## config.mk

```make
export PLATFORM = sky130hd
export DESIGN_NAME = tx_sequencer
export DESIGN_NICKNAME = d
export VERILOG_FILES = /design/src/rtl/tx_sequencer.sv
export SDC_FILE = /design/constraint.sdc
export NUM_CORES = 1
export LEC_CHECK = 0
export BUFFER_PORTS_ARGS = -buffer_cell sky130_fd_sc_hd__clkbuf_2
export CORE_ASPECT_RATIO = 1.2
export CORE_MARGIN = 2
export CORE_UTILIZATION = 40
export DETAILED_ROUTE_END_ITERATION = 10
export GPL_TIMING_DRIVEN = 0
export SLEW_MARGIN = 40
export SYNTH_ARGS = -nofsm -noshare
export SYNTH_HDL_FRONTEND = slang
export SYNTH_SLANG_ARGS = --single-unit
```

## constraint.sdc

```tcl
create_clock -name clk -period 4.36 [get_ports clk]
set_input_delay 0.872 -clock clk [delete_from_list [all_inputs] [get_ports clk]]
set_output_delay 0.872 -clock clk [all_outputs]
set_load 0.005 [all_outputs]
```

## src/rtl/tx_sequencer.sv

```systemverilog
// ISO/IEC 14443-2 Type A PICC transmit sequencer: SOC, Manchester data bits, EOC.
// Optional odd-parity insertion after every 8 data bits when TX_SEQUENCER_PARITY_EN is defined.
module tx_sequencer #(
  parameter int BIT_PERIOD = 128,
  parameter int EOC_PERIOD = 128
) (
  input  logic clk,
  input  logic rst_n,
  input  logic in_valid,
  input  logic in_data,
  input  logic in_last,
  output logic in_ready,
  input  logic subcarrier,
  output logic sc_en,
  output logic tx_mod,
  output logic busy,
  output logic done,
  output logic underflow
);

  localparam int MAX_PERIOD = (BIT_PERIOD > EOC_PERIOD) ? BIT_PERIOD : EOC_PERIOD;
  localparam int CW = $clog2(MAX_PERIOD);
  localparam logic [CW-1:0] BIT_LAST = CW'(BIT_PERIOD - 1);
  localparam logic [CW-1:0] BIT_HALF = CW'(BIT_PERIOD / 2);
  localparam logic [CW-1:0] EOC_LAST = CW'(EOC_PERIOD - 1);
  localparam logic [CW-1:0] CNT_ONE  = CW'(1);

  typedef enum logic [1:0] {IDLE, SOC, DATA, EOC} state_t;

  state_t        state_q, state_d;
  logic [CW-1:0] bit_cnt_q, bit_cnt_d;
  logic          cur_bit_q, cur_bit_d;
  logic          cur_last_q, cur_last_d;
  logic          mod_gate_q, mod_gate_d;
  logic          sc_en_q, sc_en_d;
  logic          busy_q, busy_d;
  logic          done_q, done_d;
  logic          underflow_q, underflow_d;
  logic          half;
  logic          eff_bit;
  logic          active;

`ifdef TX_SEQUENCER_PARITY_EN
  logic [2:0] byte_cnt_q, byte_cnt_d;
  logic       par_q, par_d;
  logic       par_pend_q, par_pend_d;
  logic       par_last_q, par_last_d;
`endif

  assign half    = (bit_cnt_q >= BIT_HALF);
  assign eff_bit = (state_q == SOC) ? 1'b1 : cur_bit_q;
  assign active  = eff_bit ? !half : half;

  always_comb begin
    state_d     = state_q;
    bit_cnt_d   = bit_cnt_q;
    cur_bit_d   = cur_bit_q;
    cur_last_d  = cur_last_q;
    mod_gate_d  = 1'b0;
    sc_en_d     = sc_en_q;
    busy_d      = busy_q;
    done_d      = 1'b0;
    underflow_d = 1'b0;
    in_ready    = 1'b0;
`ifdef TX_SEQUENCER_PARITY_EN
    byte_cnt_d  = byte_cnt_q;
    par_d       = par_q;
    par_pend_d  = par_pend_q;
    par_last_d  = par_last_q;
`endif
    case (state_q)
      IDLE: begin
        // The triggering bit is not consumed here; SOC is sent first.
        if (in_valid) begin
          state_d    = SOC;
          bit_cnt_d  = '0;
          sc_en_d    = 1'b1;
          busy_d     = 1'b1;
          cur_bit_d  = 1'b0;
          cur_last_d = 1'b0;
`ifdef TX_SEQUENCER_PARITY_EN
          byte_cnt_d = 3'd0;
          par_d      = 1'b0;
          par_pend_d = 1'b0;
          par_last_d = 1'b0;
`endif
        end
      end
      SOC, DATA: begin
        mod_gate_d = active;
        bit_cnt_d  = (bit_cnt_q == BIT_LAST) ? '0 : bit_cnt_q + CNT_ONE;
        if (bit_cnt_q == BIT_LAST) begin
          if (cur_last_q) begin
            state_d = EOC;
            sc_en_d = 1'b0;
          end
`ifdef TX_SEQUENCER_PARITY_EN
          else if (par_pend_q) begin
            state_d    = DATA;
            cur_bit_d  = ~par_q;
            cur_last_d = par_last_q;
            par_pend_d = 1'b0;
            par_d      = 1'b0;
          end
`endif
          else begin
            in_ready = 1'b1;
            if (in_valid) begin
              state_d    = DATA;
              cur_bit_d  = in_data;
              cur_last_d = in_last;
`ifdef TX_SEQUENCER_PARITY_EN
              byte_cnt_d = byte_cnt_q + 3'd1;
              par_d      = par_q ^ in_data;
              // 8th bit of a byte: defer the last flag onto the parity bit.
              if (byte_cnt_q == 3'd7) begin
                par_pend_d = 1'b1;
                par_last_d = in_last;
                cur_last_d = 1'b0;
              end
`endif
            end else begin
              underflow_d = 1'b1;
              state_d     = EOC;
              sc_en_d     = 1'b0;
            end
          end
        end
      end
      EOC: begin
        if (bit_cnt_q == EOC_LAST) begin
          state_d   = IDLE;
          bit_cnt_d = '0;
          busy_d    = 1'b0;
          done_d    = 1'b1;
        end else begin
          bit_cnt_d = bit_cnt_q + CNT_ONE;
        end
      end
      default: begin
        state_d = IDLE;
        busy_d  = 1'b0;
        sc_en_d = 1'b0;
      end
    endcase
  end

  always_ff @(posedge clk or negedge rst_n) begin
    if (!rst_n) begin
      state_q     <= IDLE;
      bit_cnt_q   <= '0;
      cur_bit_q   <= 1'b0;
      cur_last_q  <= 1'b0;
      mod_gate_q  <= 1'b0;
      sc_en_q     <= 1'b0;
      busy_q      <= 1'b0;
      done_q      <= 1'b0;
      underflow_q <= 1'b0;
    end else begin
      state_q     <= state_d;
      bit_cnt_q   <= bit_cnt_d;
      cur_bit_q   <= cur_bit_d;
      cur_last_q  <= cur_last_d;
      mod_gate_q  <= mod_gate_d;
      sc_en_q     <= sc_en_d;
      busy_q      <= busy_d;
      done_q      <= done_d;
      underflow_q <= underflow_d;
    end
  end

`ifdef TX_SEQUENCER_PARITY_EN
  always_ff @(posedge clk or negedge rst_n) begin
    if (!rst_n) begin
      byte_cnt_q <= 3'd0;
      par_q      <= 1'b0;
      par_pend_q <= 1'b0;
      par_last_q <= 1'b0;
    end else begin
      byte_cnt_q <= byte_cnt_d;
      par_q      <= par_d;
      par_pend_q <= par_pend_d;
      par_last_q <= par_last_d;
    end
  end
`endif

  // mod_gate lags one tick, matching the generator's lag behind sc_en.
  assign tx_mod    = subcarrier && mod_gate_q;
  assign sc_en     = sc_en_q;
  assign busy      = busy_q;
  assign done      = done_q;
  assign underflow = underflow_q;

endmodule

```

==> flow_results.xml <==
<?xml version="1.0" encoding="UTF-8"?>
<metrics>
  <group name="cells_and_area">
    <metric name="reg.largest.list" unit="">bit_cnt_q: 7 flops, state_q: 2 flops</metric>
    <metric name="diodes_inserted" unit="">0</metric>
    <metric name="flow.area_growth_from_synthesis" unit="%">13.12</metric>
    <metric name="reg_with_most_ffs" unit="">bit_cnt_q</metric>
    <metric name="layout.cells.non_filler" unit="">138</metric>
    <metric name="drive_above_1_share" unit="%">20.37</metric>
    <metric name="layout.cell_area.non_filler" unit="µm²">992.2</metric>
    <metric name="largest_reg_flops" unit="">7</metric>
    <metric name="final_nets" unit="">121</metric>
  </group>
  <group name="power_and_ir_drop">
    <metric name="pwr_density" unit="nW/µm²">498.7</metric>
    <metric name="p_leak" unit="nW">0.4633</metric>
    <metric name="ir_drop" unit="mV">0.2886</metric>
  </group>
  <group name="setup_path">
    <metric name="reg2reg_to" unit="">bit_cnt_q[6]</metric>
    <metric name="reg2regPathDepth" unit="">6</metric>
    <metric name="setup.worst_path.end_class" unit="">output port</metric>
    <metric name="required" unit="ns">3.49</metric>
    <metric name="cp_data_arrival_time" unit="ns">1.72</metric>
    <metric name="worst-r2r-setup-slack" unit="ns">2.71</metric>
    <metric name="r2r_start" unit="">state_q[0]</metric>
    <metric name="endpoint" unit="">in_ready</metric>
    <metric name="crit_fanout" unit="">8</metric>
    <metric name="element_type_at_the_critical_path_start" unit="">flip-flop</metric>
    <metric name="path_class" unit="">reg -&gt; out</metric>
    <metric name="startpoint" unit="">bit_cnt_q[0]</metric>
  </group>
  <group name="placed_design">
    <metric name="place_hpwl" unit="mm">1.293</metric>
    <metric name="place_area" unit="µm²">969.7</metric>
    <metric name="io_buffers" unit="">11</metric>
    <metric name="place_inst" unit="">135</metric>
    <metric name="routabilityCongestion" unit="">0.7309</metric>
    <metric name="placement.setup.worst_slack" unit="ns">2.070</metric>
  </group>
  <group name="grt">
    <metric name="via_count_of_the_first_global_routing_pass" unit="">686</metric>
    <metric name="grt_max_degree" unit="">17</metric>
    <metric name="number_of_antenna_violations_at_the_first_check_in_global_routing" unit="">0</metric>
    <metric name="grt_usage" unit="%">15.56</metric>
    <metric name="grt_pass1_wl" unit="mm">2.973</metric>
    <metric name="grt-ovfl-total" unit="">0</metric>
  </group>
  <group name="floorplan">
    <metric name="die-area" unit="µm²">2585</metric>
    <metric name="fp.coreArea" unit="µm²">2072</metric>
    <metric name="die_w" unit="µm">46.75</metric>
    <metric name="number_of_top_level_pins" unit="">12</metric>
    <metric name="floorplan.die.height" unit="µm">55.30</metric>
    <metric name="start_util" unit="%">42.33</metric>
    <metric name="rows" unit="">18</metric>
  </group>
  <group name="route">
    <metric name="final_antenna_net_count" unit="">0</metric>
    <metric name="initial_drt_pass_iterations" unit="">2</metric>
    <metric name="vias" unit="">717</metric>
    <metric name="drtIter0Drc" unit="">8</metric>
    <metric name="post_route_drc_violation_count" unit="">0</metric>
    <metric name="avgViaCountPerCell" unit="">5.196</metric>
    <metric name="route.detailed.wl_per_inst" unit="µm">12.78</metric>
    <metric name="route.final.wire_length" unit="mm">1.763</metric>
  </group>
  <group name="clock_tree">
    <metric name="cts_root_buf" unit="">sky130_fd_sc_hd__clkbuf_4</metric>
    <metric name="insertion_delay" unit="ns">0.28</metric>
    <metric name="postCtsHoldBufs" unit="">0</metric>
    <metric name="h-tree-depth" unit="">1</metric>
    <metric name="postCtsResizedCells" unit="">0</metric>
    <metric name="cts_max_path_buffers" unit="">2</metric>
    <metric name="tritoncts" unit="">built</metric>
    <metric name="cts-buffers-inserted" unit="">3</metric>
    <metric name="path_clk_slew" unit="ns">0.10</metric>
    <metric name="postCtsSetupBuffers" unit="">0</metric>
    <metric name="clock-sinks" unit="">16</metric>
  </group>
  <group name="sta">
    <metric name="layout_min_cycle_time" unit="ns">2.591</metric>
    <metric name="grt_setup_unrepaired" unit="">false</metric>
    <metric name="max_freq" unit="MHz">385.9</metric>
    <metric name="setup-tns-final" unit="ns">0</metric>
    <metric name="timing.final.crit_share" unit="%">59.43</metric>
    <metric name="finalSetupViolations" unit="">0</metric>
    <metric name="tightest_slew" unit="ns">0.4551</metric>
    <metric name="finalClockSkew" unit="ns">0.006097</metric>
    <metric name="final-hold-violation-count" unit="">0</metric>
    <metric name="slew_violations" unit="">0</metric>
    <metric name="finalWorstSetupSlack" unit="ns">1.769</metric>
    <metric name="max_slew_margin" unit="%">69.66</metric>
  </group>
  <group name="synthesis">
    <metric name="number_of_synthesized_flops_with_an_enable_pin" unit="">0</metric>
    <metric name="synth_nets" unit="">105</metric>
    <metric name="synthArstFlopShare" unit="%">100.0</metric>
    <metric name="post-synth-top-count-cell" unit="">sky130_fd_sc_hd__dfrtp_1</metric>
    <metric name="avgSynthCellArea" unit="µm²">9.331</metric>
    <metric name="synth-warning-count" unit="">0</metric>
    <metric name="synth.largest_area_cell" unit="">sky130_fd_sc_hd__dfrtp_1</metric>
    <metric name="post-synth-top-area-fraction" unit="%">45.65</metric>
    <metric name="netlist_top_cells_count" unit="">16 x sky130_fd_sc_hd__dfrtp_1, 15 x sky130_fd_sc_hd__o21ai_0, 7 x sky130_fd_sc_hd__inv_1, 6 x sky130_fd_sc_hd__a21oi_1, 6 x sky130_fd_sc_hd__nand2_1</metric>
    <metric name="netlist_area" unit="µm²">877.1</metric>
    <metric name="post_synth_main_area_contributors" unit="">sky130_fd_sc_hd__dfrtp_1 46%, sky130_fd_sc_hd__o21ai_0 8.6%, sky130_fd_sc_hd__ha_1 7.1%</metric>
    <metric name="synth.yosys.seq_area_share" unit="%">45.65</metric>
    <metric name="syn-instance-count" unit="">94</metric>
    <metric name="synth_top_flop_cell" unit="">sky130_fd_sc_hd__dfrtp_1</metric>
    <metric name="ys_types" unit="">29</metric>
    <metric name="synth.ff_latch_count" unit="">16</metric>
  </group>
  <group name="run_status">
    <metric name="status" unit="">finished, final reports clean</metric>
  </group>
  <group name="job">
    <metric name="maxCapViolations" unit="">0</metric>
  </group>
  <group name="worst_hold_path">
    <metric name="min_path_type" unit="">in -&gt; async</metric>
  </group>
</metrics>
## layout by cell type (no fill, tap or decap), types with 2 or more instances in the layout
cell type,count
sky130_fd_sc_hd__buf_6,2
sky130_fd_sc_hd__nand3_1,5
sky130_fd_sc_hd__nand2_1,6
sky130_fd_sc_hd__o21ai_0,15
sky130_fd_sc_hd__inv_1,7
sky130_fd_sc_hd__clkbuf_2,11
sky130_fd_sc_hd__clkbuf_4,3
sky130_fd_sc_hd__and3_1,2
sky130_fd_sc_hd__a22o_1,2
sky130_fd_sc_hd__nor2_1,5
sky130_fd_sc_hd__nand2b_1,4
sky130_fd_sc_hd__a21oi_1,6
sky130_fd_sc_hd__ha_1,5
sky130_fd_sc_hd__nor3_1,3
sky130_fd_sc_hd__dfrtp_1,16
## how the worst min path moves through the flow
stage / start / end / slack [ns] / cells after the start
floorplan: bit_cnt_q[2] / bit_cnt_q[2] / 0.50 / 2
global placement: sc_en / sc_en / 0.51 / 1
detailed placement: sc_en / sc_en / 0.52 / 1
CTS: rst_n / bit_cnt_q[2] / 0.51 / 1
global route: rst_n / bit_cnt_q[2] / 0.52 / 1
finish: rst_n / bit_cnt_q[2] / 0.50 / 1
## critical path, stage by stage (launching register included)
cell	delay, ns
sky130_fd_sc_hd__dfrtp_1	0.41
sky130_fd_sc_hd__ha_1	0.20
sky130_fd_sc_hd__and3_1	0.18
sky130_fd_sc_hd__buf_6	0.12
sky130_fd_sc_hd__nand4_2	0.23
sky130_fd_sc_hd__nor2_1	0.16
sky130_fd_sc_hd__clkbuf_2	0.12
## final cells by class
class	count	area (µm²)
inverters	7	26.28
flip-flops and latches	16	400.4
repair buffers	11	55.05
fillers	230	1080
well taps	30	37.54
plain buffers	4	31.28
clock buffers	3	22.52
multi-input cells	67	419.2
## power breakdown
group	total, mW	switching, mW	internal, mW
clock network	0.0784	0.0464	0.0320
registers	0.232	0.0429	0.189
logic	0.184	0.102	0.0826
total	0.495	0.191	0.304
## kinds of logic after synthesis
| family | count (synthesis) | synth area share, % |
|---|---|---|
| AOI/OAI and AO/OA | 28 | 18.83 |
| adders and majority gates | 5 | 7.133 |
| buffers and inverters | 11 | 6.561 |
| DFF | 16 | 45.65 |
| and+or+nand+nor | 34 | 21.83 |
## metrics by stage
stage | total power [mW] | util, % | hold WS [ns]
final | 0.4948 | 47.89 | 0.5012
after global routing | 0.5351 | 47.89 | 0.5247
after floorplan | 0.3716 | - | 0.4984
after detailed placement | 0.4203 | 46.80 | 0.5192
after CTS | 0.4961 | 47.89 | 0.5082
after global placement | 0.4088 | 46.80 | 0.5116
## layer usage
metal | vias up | routed length (µm) | global-route usage [%]
met1 | 350 | 823 | 20.72
met4 | 0 | 13 | 5.952
met3 | 2 | 34 | 1.961
met5 | - | 0 | 0
li1 | 356 | - | -
met2 | 9 | 892 | 25.00
Power figures use the tool's default switching activity.
